### src/rtl/wb_lsu_ctrl_pkg.sv
// Shared definitions for the Wishbone load/store sequencer: size encodings,
// the controller state type and the size-to-lane-mask helper.
package wb_lsu_ctrl_pkg;

  localparam logic [1:0] SZ_B = 2'b00;
  localparam logic [1:0] SZ_H = 2'b01;
  localparam logic [1:0] SZ_W = 2'b10;
  localparam logic [1:0] SZ_X = 2'b11;

  typedef enum logic [1:0] {
    IDLE  = 2'd0,
    BEAT0 = 2'd1,
    BEAT1 = 2'd2,
    RESP  = 2'd3
  } lsu_state_e;

  function automatic logic [3:0] sizeMask(input logic [1:0] size);
    logic [3:0] mask;
    case (size)
      SZ_B:    mask = 4'b0001;
      SZ_H:    mask = 4'b0011;
      SZ_W:    mask = 4'b1111;
      default: mask = 4'b0000;
    endcase
    return mask;
  endfunction

endpackage

### src/rtl/wb_lsu_ctrl_rdalign.sv
// Reassembles load data from one or two captured bus words and extends it
// to the full register width according to access size and signedness.
module wb_lsu_ctrl_rdalign
  import wb_lsu_ctrl_pkg::*;
#(
  parameter int XLEN = 32
) (
  input  logic [XLEN-1:0] rbuf0_i,
  input  logic [XLEN-1:0] rbuf1_i,
  input  logic [1:0]      off_i,
  input  logic [1:0]      size_i,
  input  logic            unsigned_i,
  output logic [XLEN-1:0] rdata_o
);

  logic [5:0]      shAmt;
  logic [XLEN-1:0] raw;
  logic            signExt;

  assign shAmt   = {1'b0, off_i, 3'b000};
  // A shift by the full width yields zero, so off=0 takes only the first word.
  assign raw     = (rbuf0_i >> shAmt) | (rbuf1_i << (6'(XLEN) - shAmt));
  assign signExt = ~unsigned_i;

  always_comb begin
    rdata_o = '0;
    case (size_i)
      SZ_B:    rdata_o = {{(XLEN-8){signExt & raw[7]}}, raw[7:0]};
      SZ_H:    rdata_o = {{(XLEN-16){signExt & raw[15]}}, raw[15:0]};
      SZ_W:    rdata_o = raw;
      default: rdata_o = '0;
    endcase
  end

endmodule

### src/rtl/wb_lsu_ctrl.sv
// Load/store sequencer from the memory stage onto a Wishbone classic data bus,
// splitting misaligned accesses into two beats and returning one response.
module wb_lsu_ctrl
  import wb_lsu_ctrl_pkg::*;
#(
  parameter int XLEN    = 32,
  parameter int TIMEOUT = 255
) (
  input  logic            clk_i,
  input  logic            rst_i,
  input  logic            req_valid_i,
  output logic            req_ready_o,
  input  logic            req_we_i,
  input  logic [1:0]      req_size_i,
  input  logic            req_unsigned_i,
  input  logic [XLEN-1:0] req_addr_i,
  input  logic [XLEN-1:0] req_wdata_i,
  output logic            rsp_valid_o,
  output logic [XLEN-1:0] rsp_rdata_o,
  output logic            rsp_err_o,
  output logic [XLEN-3:0] adr_o,
  output logic [XLEN-1:0] dat_o,
  input  logic [XLEN-1:0] dat_i,
  output logic [3:0]      sel_o,
  output logic            we_o,
  output logic            cyc_o,
  output logic            stb_o,
  input  logic            ack_i,
  input  logic            err_i
);

  localparam int             CW   = (TIMEOUT < 1) ? 1 : $clog2(TIMEOUT + 1);
  localparam logic [CW-1:0]  TMAX = CW'(TIMEOUT);

  lsu_state_e      state_q, state_d;
  logic [CW-1:0]   cnt_q, cnt_d;
  logic            reqWe_q, reqWe_d;
  logic [1:0]      reqSize_q, reqSize_d;
  logic            reqUnsigned_q, reqUnsigned_d;
  logic [1:0]      off_q, off_d;
  logic [XLEN-3:0] wordAddr_q, wordAddr_d;
  logic [XLEN-1:0] wdata_q, wdata_d;
  logic            split_q, split_d;
  logic            err_q, err_d;
  logic [XLEN-1:0] rbuf0_q, rbuf0_d;
  logic [XLEN-1:0] rbuf1_q, rbuf1_d;
  logic [XLEN-3:0] adr_q, adr_d;
  logic [XLEN-1:0] dat_q, dat_d;
  logic [3:0]      sel_q, sel_d;
  logic            busWe_q, busWe_d;
  logic            cyc_q, cyc_d;
  logic            stb_q, stb_d;

  logic [3:0]      reqMask;
  logic [7:0]      reqLanes;
  logic [XLEN-1:0] beat0Data;
  logic [3:0]      beat1Sel;
  logic [XLEN-1:0] beat1Data;
  logic [XLEN-1:0] rdAligned;
  logic            busDone;

  // Lanes that spill past byte 3 mark an access that needs a second beat.
  assign reqMask   = sizeMask(req_size_i);
  assign reqLanes  = {4'b0000, reqMask} << req_addr_i[1:0];
  assign beat0Data = req_wdata_i << {req_addr_i[1:0], 3'b000};
  assign beat1Sel  = sizeMask(reqSize_q) >> (3'd4 - {1'b0, off_q});
  assign beat1Data = wdata_q >> (6'(XLEN) - {1'b0, off_q, 3'b000});

  wb_lsu_ctrl_rdalign #(
    .XLEN(XLEN)
  ) u_rdalign (
    .rbuf0_i    (rbuf0_q),
    .rbuf1_i    (rbuf1_q),
    .off_i      (off_q),
    .size_i     (reqSize_q),
    .unsigned_i (reqUnsigned_q),
    .rdata_o    (rdAligned)
  );

  always_ff @(posedge clk_i) begin
    if (rst_i) begin
      state_q       <= IDLE;
      cnt_q         <= '0;
      reqWe_q       <= 1'b0;
      reqSize_q     <= SZ_B;
      reqUnsigned_q <= 1'b0;
      off_q         <= 2'b00;
      wordAddr_q    <= '0;
      wdata_q       <= '0;
      split_q       <= 1'b0;
      err_q         <= 1'b0;
      rbuf0_q       <= '0;
      rbuf1_q       <= '0;
      adr_q         <= '0;
      dat_q         <= '0;
      sel_q         <= 4'b0000;
      busWe_q       <= 1'b0;
      cyc_q         <= 1'b0;
      stb_q         <= 1'b0;
    end else begin
      state_q       <= state_d;
      cnt_q         <= cnt_d;
      reqWe_q       <= reqWe_d;
      reqSize_q     <= reqSize_d;
      reqUnsigned_q <= reqUnsigned_d;
      off_q         <= off_d;
      wordAddr_q    <= wordAddr_d;
      wdata_q       <= wdata_d;
      split_q       <= split_d;
      err_q         <= err_d;
      rbuf0_q       <= rbuf0_d;
      rbuf1_q       <= rbuf1_d;
      adr_q         <= adr_d;
      dat_q         <= dat_d;
      sel_q         <= sel_d;
      busWe_q       <= busWe_d;
      cyc_q         <= cyc_d;
      stb_q         <= stb_d;
    end
  end

  always_comb begin
    state_d       = state_q;
    cnt_d         = cnt_q;
    reqWe_d       = reqWe_q;
    reqSize_d     = reqSize_q;
    reqUnsigned_d = reqUnsigned_q;
    off_d         = off_q;
    wordAddr_d    = wordAddr_q;
    wdata_d       = wdata_q;
    split_d       = split_q;
    err_d         = err_q;
    rbuf0_d       = rbuf0_q;
    rbuf1_d       = rbuf1_q;
    adr_d         = adr_q;
    dat_d         = dat_q;
    sel_d         = sel_q;
    busWe_d       = busWe_q;
    cyc_d         = cyc_q;
    stb_d         = stb_q;
    busDone       = 1'b0;

    case (state_q)
      IDLE: begin
        if (req_valid_i) begin
          reqWe_d       = req_we_i;
          reqSize_d     = req_size_i;
          reqUnsigned_d = req_unsigned_i;
          off_d         = req_addr_i[1:0];
          wordAddr_d    = req_addr_i[XLEN-1:2];
          wdata_d       = req_wdata_i;
          split_d       = |reqLanes[7:4];
          err_d         = 1'b0;
          rbuf0_d       = '0;
          rbuf1_d       = '0;
          cnt_d         = '0;
          if (req_size_i == SZ_X) begin
            err_d   = 1'b1;
            state_d = RESP;
          end else begin
            state_d = BEAT0;
            cyc_d   = 1'b1;
            stb_d   = 1'b1;
            busWe_d = req_we_i;
            adr_d   = req_addr_i[XLEN-1:2];
            sel_d   = reqLanes[3:0];
            dat_d   = beat0Data;
          end
        end
      end
      BEAT0, BEAT1: begin
        // err has priority over a simultaneous ack.
        if (err_i) begin
          err_d   = 1'b1;
          busDone = 1'b1;
        end else if (ack_i) begin
          if (state_q == BEAT0) begin
            rbuf0_d = dat_i;
            if (split_q) begin
              state_d = BEAT1;
              cnt_d   = '0;
              adr_d   = wordAddr_q + 1'b1;
              sel_d   = beat1Sel;
              dat_d   = beat1Data;
            end else begin
              busDone = 1'b1;
            end
          end else begin
            rbuf1_d = dat_i;
            busDone = 1'b1;
          end
        end else if (cnt_q == TMAX) begin
          err_d   = 1'b1;
          busDone = 1'b1;
        end else begin
          cnt_d = cnt_q + 1'b1;
        end
      end
      RESP: begin
        state_d = IDLE;
      end
      default: begin
        state_d = IDLE;
      end
    endcase

    if (busDone) begin
      state_d = RESP;
      cyc_d   = 1'b0;
      stb_d   = 1'b0;
      busWe_d = 1'b0;
      adr_d   = '0;
      sel_d   = 4'b0000;
      dat_d   = '0;
    end
  end

  assign req_ready_o = (state_q == IDLE);
  assign rsp_valid_o = (state_q == RESP);
  assign rsp_err_o   = rsp_valid_o & err_q;
  assign rsp_rdata_o = (rsp_valid_o && !err_q && !reqWe_q) ? rdAligned : '0;
  assign adr_o       = adr_q;
  assign dat_o       = dat_q;
  assign sel_o       = sel_q;
  assign we_o        = busWe_q;
  assign cyc_o       = cyc_q;
  assign stb_o       = stb_q;

endmodule

### config.mk
export PLATFORM = sky130hd
export DESIGN_NAME = wb_lsu_ctrl
export DESIGN_NICKNAME = d
export VERILOG_FILES = /design/src/rtl/wb_lsu_ctrl_pkg.sv /design/src/rtl/wb_lsu_ctrl_rdalign.sv /design/src/rtl/wb_lsu_ctrl.sv
export SDC_FILE = /design/constraint.sdc
export NUM_CORES = 1
export LEC_CHECK = 0
export ABC_CLOCK_PERIOD_IN_PS = 4800
export CORE_MARGIN = 1.5
export CORE_UTILIZATION = 45
export CTS_CLUSTER_DIAMETER = 200
export DETAILED_ROUTE_END_ITERATION = 12
export GPL_TIMING_DRIVEN = 0
export PLACE_DENSITY = 0.7
export SYNTH_ARGS = -nofsm -noshare
export SYNTH_HDL_FRONTEND = slang
export SYNTH_HIERARCHICAL = 1
export SYNTH_SLANG_ARGS = --single-unit
export TNS_END_PERCENT = 100
### constraint.sdc
create_clock -name clk_i -period 4.8 [get_ports clk_i]
set_input_delay 0.96 -clock clk_i [delete_from_list [all_inputs] [get_ports clk_i]]
set_output_delay 0.96 -clock clk_i [all_outputs]
set_load 0.05 [all_outputs]
== After elaboration in Yosys (flattened, before gate mapping) ==
Index checks and enable logic that the tools add are counted.

* Flip-flop bits (word level): 212
* Output and inout port bits: 104
* Logic and storage cells: 139

* Add/subtract/negate cells: 4
* Equality and inequality tests: 26
* Shift operators: 6
* Multiplexer cells: 61
* Bitwise gates (word level): 6
* Reductions and logical operators: 19

{| class="wikitable"
|+ Operators by type and width
! cell !! count
|-
| $mux W32 || 14
|-
| $pmux W32 S2 || 3
|-
| $mux W30 || 6
|-
| $pmux W32 S3 || 1
|-
| $pmux W30 S2 || 1
|-
| $mux W8 || 6
|-
| $or A32 B32 Y32 || 1
|-
| $shl A32 B5 Y32 || 1
|-
| $shl A32 B6 Y32 || 1
|-
| $shr A32 B5 Y32 || 1
|-
| $shr A32 B6 Y32 || 1
|-
| $add A30 B1 Y30 const B || 1
|-
| $ne A3 B3 Y1 const B || 9
|-
| $mux W4 || 6
|-
| $pmux W4 S3 || 2
|-
| $pmux W8 S2 || 1
|-
| $reduce_and A5 Y1 || 3
|-
| $mux W2 || 7
|-
| $ne A2 B2 Y1 const B || 7
|-
| $mux W1 || 11
|-
| $eq A2 B2 Y1 const B || 5
|-
| $add A8 B1 Y8 const B || 1
|-
| $eq A8 B8 Y1 const B || 1
|-
| $pmux W4 S2 || 1
|-
| 21 further kinds || 31
|}

== Logic depth before layout (Yosys ltp) ==
Gate-level depths: netlist of run 1.

* Depth in word-level cells: 8
* Mapped depth: 15
* Depth with buffers taken out: 8

== By module ==
The synthesis of run 1 kept the hierarchy.

{| class="wikitable"
|+ Modules (own cells, without submodules)
! module !! instances !! cells an instance !! area each (um2) !! seq. area each (um2)
|-
| wb_lsu_ctrl || 1 || 1,298 || 10,030.9 || 4,244.1
|-
| wb_lsu_ctrl_rdalign || 1 || 235 || 1,552.7 || 0.0
|}

== Worst setup path after synthesis of run 1 ==
OpenSTA, ideal clock, no wires.

* Path kind: reg2out
* Start: register off_q[0]
* End: output rsp_rdata_o[17]
* Arrival: 3.141 ns
* Data required time: 3.840 ns
* Slack: 0.699 ns
* Cell stages (with the launch flop): 16
* Path buffers: 7
* Cell sequence: dfxtp_1 > clkbuf_1 > buf_2 > inv_1 > buf_2 > ha_1 > buf_2 > nor2_4 > a211oi_1 > a2111o_1 > buf_6 > and2_4 > buf_6 > buf_12 > a21oi_4 > and2_1

* Longest elaborated chain between the ends: 6
* Elaborated cells on any way between the ends: 8

{| class="wikitable"
|+ Ends and longest elaborated chain
! item !! RTL line !! RTL
|-
| from (decl) || wb_lsu_ctrl.sv:40 || <nowiki>logic [1:0] off_q, off_d;</nowiki>
|-
| from (signal assigned) || wb_lsu_ctrl.sv:87 || <nowiki>off_q <= 2'b00;</nowiki>
|-
| from (signal assigned) || wb_lsu_ctrl.sv:106 || <nowiki>off_q <= off_d;</nowiki>
|-
| $sub A6 B5 Y6 || wb_lsu_ctrl_rdalign.sv:22 || <nowiki>assign raw = (rbuf0_i >> shAmt) | (rbuf1_i << (6'(XLEN) - shAmt));</nowiki>
|-
| $shl A32 B6 Y32 || wb_lsu_ctrl_rdalign.sv:22 ||
|-
| $or A32 B32 Y32 (*) || wb_lsu_ctrl_rdalign.sv:22 ||
|-
| $and A1 B1 Y1 (on tied branches) || wb_lsu_ctrl_rdalign.sv:29, wb_lsu_ctrl_rdalign.sv:28 ||
|-
| $pmux W32 S3 (*) || wb_lsu_ctrl_rdalign.sv:27 || <nowiki>case (size_i)</nowiki>
|-
| named net rdAligned[17] || wb_lsu_ctrl.sv:59 || <nowiki>logic [XLEN-1:0] rdAligned;</nowiki>
|-
| $mux W32 (*) || wb_lsu_ctrl.sv:221 || <nowiki>assign rsp_rdata_o = (rsp_valid_o && !err_q && !reqWe_q) ? rdAligned : '0;</nowiki>
|-
| to (decl) || wb_lsu_ctrl.sv:19 || <nowiki>output logic [XLEN-1:0] rsp_rdata_o,</nowiki>
|}

The timed path passes the listed nets; every way through them passes the cells marked *.

== Worst setup path after layout of run 1 ==
Ends and elaborated chain as after synthesis.

==> out/metrics.cfg, run 1 <==
[outcome]
status=completed

[critical_path]
cp.arrival_ns=3.67
r2r_setup_slack_ns=1.06
worstPathMaxFanout=10
end_kind=output pin
required_ns=3.84
critPathKind=register to output pin
start_kind=register

[clocking]
ctsLongestPathBuffers=3
cts_tree=yes
root_buffer=clkbuf_16
cts-buffers-inserted=24
cts.sinks=212
clk_pin_slew_ns=0.06
htreeDepth=1
insertion_delay_ns=0.53

[routing]
drc=0
avgViaCountPerCell=6.02
vias=12700
drt.antenna.violating_nets=0
avgRoutedWirePerCell_um=22.1
totalWireLength_mm=46.8
dr.first_iter.drc_count=1251
firstDrtPassIters=6

[floorplan]
num_io_pins=209
die_h_um=163
die_area_mm2=0.0267
start_util_pct=45.9
core_mm2=0.0253
rows=58
die_width_um=163

[yosys]
netlist_area_mm2=0.0116
yosysSeqAreaShare_pct=36.6
syn_inst=1533
synth-edff-count=0
ys_warn_count=6
syn_nets=1652
ys_seq_elements=212
syn_area_per_cell_um2=7.56
ys_async_sr_fraction_pct=0
synthFlopType=dfxtp_1
synth_cell_types=70

[global_routing]
grt_usage_pct=34.3
grt_pass1_wl_mm=70.1
overflow=0
grt_max_degree=15
antenna_found_initial=2
grt_pass1_vias=12100

[pwr]
worst_ir_drop_vdd_uv=548
leakage_uw=0.00499
power.density_mw_per_mm2=654

[placement]
dpl.hpwl_mm=36.0
place_area_mm2=0.0141
portBuffers=208
gp_congestion=0.983

[cells_and_area]
drive_above_1_share_pct=6.04
most-common-layout-cells=nand2_1, dfxtp_1, clkdlybuf4s50_1
mostFrequentLayoutCell=nand2_1
layout.nets=1888
fin_area_mm2=0.0149
fin_util_pct=59.1
areaGrowthSynthToFinish_pct=28.9

[sta]
setup_viol_count_final=0
rsz0062_at_grt=no
fmax_mhz=216
hold_viol=0
maxSlewViolCount=0
finalCriticalPeriod_ns=4.63
period_share_pct=96.5
tightest_slew_ns=1.13
relSlewSlack_pct=23.8
fin_skew_ns=0.0200

[worst_hold_path]
hold_path.class=register to register

[flow_run]
maxCapViolCount=0

## sequential cells by signal (all words and copies together) (netlist names)
name / cells
dat_o: 32
rbuf0_q: 32
rbuf1_q: 32
wdata_q: 32
adr_o: 30
wordAddr_q: 30
cnt_q: 8
sel_o: 4
off_q: 2
reqSize_q: 2
state_q: 2
err_q: 1
reqUnsigned_q: 1
reqWe_q: 1
split_q: 1
stb_o: 1
we_o: 1
## per-layer routing
layer	routed length (um)	vias up	track usage [%]
li1	-	5944	-
met1	18900	6031	43.1
met2	21700	641	57.7
met3	4100	124	5.64
met4	2130	0	14.8
met5	0	-	0
## layout make-up
type / count / area [um^2]
antenna: 1 / 2.50
buffer: 134 / 582
clock buffer: 29 / 649
clock inverter: 15 / 205
fill: 2441 / 10300
inverter: 19 / 71.3
multi-input combinational: 1167 / 6700
sequential: 212 / 4250
tap: 330 / 413
timing repair buffer: 211 / 2060
## repair_timing
| action | CTS | global route |
|---|---|---|
| setup endpoints to repair | 32 | 27 |
| pin swaps | 0 | 1 |
| gates resized for setup | 85 | 16 |
| hold buffers | 0 | 0 |
| gates cloned | 0 | 0 |
| setup buffers | 0 | 3 |
## critical path, cell delays in order (launching register included)
cell and delay [ns]:
dfxtp_4 0.38, buf_6 0.14, inv_1 0.09, clkbuf_4 0.21, ha_1 0.30, buf_2 0.19, nor2_4 0.19, a211oi_1 0.15
a2111o_1 0.42, buf_6 0.15, and2_4 0.14, buf_6 0.13, buf_12 0.15, a21oi_4 0.10, and2_1 0.12, buf_2 0.25
## final timing paths
| path | startpoint | endpoint | cells past startpoint |
|---|---|---|---|
| hold / removal | rbuf0_q[2] | rbuf0_q[2] | 2 |
| setup reg to reg | state_q[0] | adr_o[2] | 10 |
| hold reg to reg | rbuf0_q[2] | rbuf0_q[2] | 2 |
| setup / recovery | off_q[0] | rsp_rdata_o[17] | 15 |
## Yosys cell counts (all sizes together), types with 3 or more instances
library cell  count  share of area [%]
dfxtp           212                 37
nand2           267                8.7
a2111oi           7               0.53
a31oi            13               0.70
a221oi            6               0.45
a21boi            3               0.19
buf              35                1.7
ha               14                1.5
nor2b            24                1.3
nand2b            4               0.22
clkbuf          100                3.2
or2               3               0.16
o32ai             4               0.30
inv              18               0.58
a211oi           69                4.5
o31a              9               0.68
xor2              7               0.53
mux2i            73                6.3
xnor2             8               0.60
nand4            16               0.92
and2             39                2.1
nor2            106                3.5
and4              5               0.38
o21ai            49                2.1
a22oi             3               0.19
o22ai            19                1.0
a211o             8               0.60
a21oi           190                8.7
or3               5               0.27
nor3b             4               0.26
a2bb2oi           8               0.60
o211ai           11               0.71
nand3            98                4.2
mux2              9               0.87
nor4             13               0.76
nor3             48                2.1
## kinds of logic after synthesis
logic type	synth area share (%)
AO/OA/AOI/OAI	22.5
XOR/XNOR	1.13
adder cells (fa/ha/maj)	1.51
buffers and inverters	5.58
flip-flops	36.6
multiplexers	7.18
AND/OR/NAND/NOR	25.4
## where the power goes
part,switching [uW],total [uW],internal (uW)
registers,453,2680,2230
logic,3580,5100,1530
clock network,785,1970,1190
total,4820,9760,4940
## per-stage QoR
step	hold WS [ns]	worst slack, ns	power [uW]	TNS, ns	instances
3_3_place_gp	0.440	-0.475	7670	-7.08	2071
2_1_floorplan	0.432	0.699	5820	0	1533
6_report	0.457	0.169	9760	0	2118
4_1_cts	0.458	0.0102	9680	0	2114
5_1_grt	0.476	0.0660	10200	0	2117
3_5_place_dp	0.447	-0.414	7690	-5.52	2071
Note: power is estimated with default switching activity, not from simulation.
==> run 2: changes to the inputs <==
--- a/config.mk
+++ b/config.mk
@@ -5,13 +5,12 @@
 export SDC_FILE = /design/constraint.sdc
 export NUM_CORES = 1
 export LEC_CHECK = 0
-export ABC_CLOCK_PERIOD_IN_PS = 4800
 export CORE_MARGIN = 1.5
-export CORE_UTILIZATION = 45
+export CORE_UTILIZATION = 53
 export CTS_CLUSTER_DIAMETER = 200
 export DETAILED_ROUTE_END_ITERATION = 12
 export GPL_TIMING_DRIVEN = 0
-export PLACE_DENSITY = 0.7
+export PLACE_DENSITY = 0.8
 export SYNTH_ARGS = -nofsm -noshare
 export SYNTH_HDL_FRONTEND = slang
 export SYNTH_HIERARCHICAL = 1
==> run 2 against run 1 <==
Net effect:
- non-clock buffer count fell by 1
- register-to-register slack got worse by 0.25 ns
- final cell count fell by 2.8%
- first-iteration DRC count rose by 1.0%
- power fell by 1.3%
- via count rose by 2.7%
- clock power fell by 9%
- critical endpoint is now rsp_rdata_o[23]
==> out/metrics.cfg, run 2 (synthesis gave the netlist of run 1 again) <==
[global_routing]
grt_use_met3_pct=8.16  ; was 5.64%
antenna_found_initial=2  ; unchanged
grt_pass1_vias=12300  ; was 12,100
use_met2_pct=65.7  ; was 57.7%
grt_max_degree=14  ; was 15
gr-max-usage-layer=met2  ; unchanged
grt_usage_pct=40.6  ; was 34.3%
overflow=0  ; unchanged
grt_pass1_wl_mm=70.4  ; was 70.1 mm
met1_usage_pct=51.0  ; was 43.1%

[clocking]
ctsLongestPathBuffers=3  ; unchanged
root_buffer=clkbuf_16  ; unchanged
cts_hold_buf=0  ; unchanged
cts.sinks=212  ; unchanged
cts_tree=yes  ; unchanged
clk_pin_slew_ns=0.06  ; about the same
htreeDepth=1  ; unchanged
cts-buffers-inserted=24  ; unchanged
insertion_delay_ns=0.53  ; about the same

[cells_and_area]
mostFrequentLayoutCell=nand2_1  ; unchanged
fin_area_mm2=0.0148  ; was 0.0149 mm^2
layout.nets=1887  ; was 1,888
areaGrowthSynthToFinish_pct=27.3  ; was 28.9%
fin_cells=2059  ; was 2,118
diodes=0  ; was 1
fill_cells=1842  ; was 2,441
drive_above_1_share_pct=5.72  ; was 6.04%
most-common-layout-cells=nand2_1, dfxtp_1, a21oi_1  ; was nand2_1, dfxtp_1, clkdlybuf4s50_1

[critical_path]
slowest_delay_ns=0.44  ; was 0.42 ns
worstPathMaxFanout=10  ; unchanged
cp_top_family=buffers and inverters  ; unchanged
r2r_setup_slack_ns=0.81  ; was 1.06 ns
crit_path_start=off_q[0]  ; unchanged
cp.depth=15  ; unchanged
cp.buffers_inverters=8  ; unchanged
start_kind=register  ; unchanged
crit_chain=buf_6 -> inv_1 -> buf_4 -> ha_1 -> buf_2 -> nor2_4 -> a211oi_1 -> a2111o_1 -> buf_6 -> and2_4 -> buf_6 -> buf_12 -> a21oi_2 -> and2_1 -> clkbuf_4  ; was buf_6 -> inv_1 -> clkbuf_4 -> ha_1 -> buf_2 -> nor2_4 -> a211oi_1 -> a2111o_1 -> buf_6 -> and2_4 -> buf_6 -> buf_12 -> a21oi_4 -> and2_1 -> buf_2
cp.arrival_ns=3.69  ; was 3.67 ns
timing.rr.start=off_q[0]  ; was state_q[0]
cp-endpoint=rsp_rdata_o[23]  ; was rsp_rdata_o[17]
required_ns=3.84  ; about the same
end_kind=output pin  ; unchanged
crit_slowest_cell=dfxtp_4  ; was a2111o_1
critPathMostFrequentCell=buf_6  ; unchanged
r2r_cells=10  ; unchanged
critPathKind=register to output pin  ; unchanged
r2r_end=dat_o[4]  ; was adr_o[2]

[placement]
dp_cells=2016  ; was 2,071
gp_congestion=1.09  ; was 0.983
place_area_mm2=0.0140  ; was 0.0141 mm^2
dpl.hpwl_mm=35.2  ; was 36.0 mm
portBuffers=208  ; unchanged

[floorplan]
core_mm2=0.0212  ; was 0.0253 mm^2
rows=53  ; was 58
die_area_mm2=0.0228  ; was 0.0267 mm^2
start_util_pct=54.6  ; was 45.9%
die_h_um=151  ; was 163 um
die_width_um=151  ; was 163 um
num_io_pins=209  ; unchanged

[sta]
fin_skew_ns=0.0111  ; was 0.0200 ns
maxSlewViolCount=0  ; unchanged
fmax_mhz=215  ; was 216 MHz
relSlewSlack_pct=31.7  ; was 23.8%
hold_viol=0  ; unchanged
period_share_pct=96.9  ; was 96.5%
setup_viol_count_final=0  ; unchanged
rsz0062_at_grt=no  ; unchanged
fin_tns_setup_ns=0  ; unchanged
finalCriticalPeriod_ns=4.65  ; was 4.63 ns
hold_ws_ns=0.462  ; was 0.457 ns
tightest_slew_ns=1.02  ; was 1.13 ns

[routing]
dr.first_iter.drc_count=1264  ; was 1,251
drc=0  ; unchanged
drt.antenna.violating_nets=0  ; unchanged
totalWireLength_mm=47.0  ; was 46.8 mm
avgViaCountPerCell=6.36  ; was 6.02
vias=13100  ; was 12,700
avgRoutedWirePerCell_um=22.8  ; was 22.1 um
firstDrtPassIters=6  ; unchanged

[pwr]
leakage_uw=0.00496  ; was 0.00499 uW
power.density_mw_per_mm2=653  ; was 654 mW/mm^2
worst_ir_drop_vdd_uv=561  ; was 548 uV

[outcome]
status=completed  ; unchanged

[flow_run]
maxCapViolCount=0  ; unchanged

[worst_hold_path]
hold_path.class=register to register  ; unchanged

[run 2: cell count changes in the layout (fill, tap and decap cells not counted), sizes merged, moves of 2 or more]
cell,before,now
buf,43,45
bufinv,4,0
clkbuf,136,139
clkdlybuf4s50,181,177
clkinvlp,3,0
dlygate4sd2,10,15
[run 2: final cells by class]
class / instances / area, um^2 / share of cell area (%)
Tap cell: 275 / 344 / 2.33
Inverter: 19 / 71.3 / 0.483
Multi-Input combinational cell: 1167 / 6710 / 45.5
Clock inverter: 8 / 55.1 / 0.373
Sequential cell: 212 / 4250 / 28.8
Timing Repair Buffer: 210 / 2030 / 13.8
Buffer: 134 / 581 / 3.94
Clock buffer: 34 / 709 / 4.81
[run 2: worst min path at each step]
stage | end | start | slack (ns) | cells after the start
6_report | wdata_q[4] | wdata_q[4] | 0.46 | 2
5_1_grt | wdata_q[7] | wdata_q[7] | 0.48 | 2
4_1_cts | wdata_q[7] | wdata_q[7] | 0.46 | 2
3_5_place_dp | adr_o[10] | adr_o[10] | 0.45 | 2
3_3_place_gp | wdata_q[7] | wdata_q[7] | 0.44 | 2
2_1_floorplan | wdata_q[7] | wdata_q[7] | 0.43 | 2
[run 2: per-layer routing]
metal	wire, um	vias to the layer above
li1	-	5937
met1	18100	6089
met2	21200	885
met3	5090	177
met4	2590	2
met5	12	-
[run 2: timing repair]
| action | CTS | global route |
|---|---|---|
| gates resized for setup | 91 | 16 |
| buffers inserted | 0 | 2 |
| endpoints found under the setup margin | 32 | 22 |
| pin swaps | 0 | 1 |
[run 2: worst reg2reg max path, stage by stage, from the launching register on]
cell and delay, ns:
dfxtp_4 0.44, clkbuf_1 0.22, buf_1 0.58, inv_1 0.11
ha_1 0.44, nand2b_1 0.14, clkbuf_1 0.32, clkbuf_1 0.51
nor2_1 0.11, a2111oi_0 0.86, nor3_1 0.10
[run 2: per-stage QoR]
stage               util, %  worst slack (ns)  power (uW)
global route           69.5           0.00316       10000
CTS                    69.4            0.0448        9450
finish                 69.5             0.148        9630
floorplan                 -             0.699        5820
detailed placement     66.0            -0.413        7660
global placement       66.0            -0.388        7590
[run 2: power breakdown]
group | internal, uW | total [uW] | switching (uW)
sequential | 2230 | 2690 | 459
combinational | 1520 | 5150 | 3630
clock | 1030 | 1790 | 761
total | 4780 | 9630 | 4850
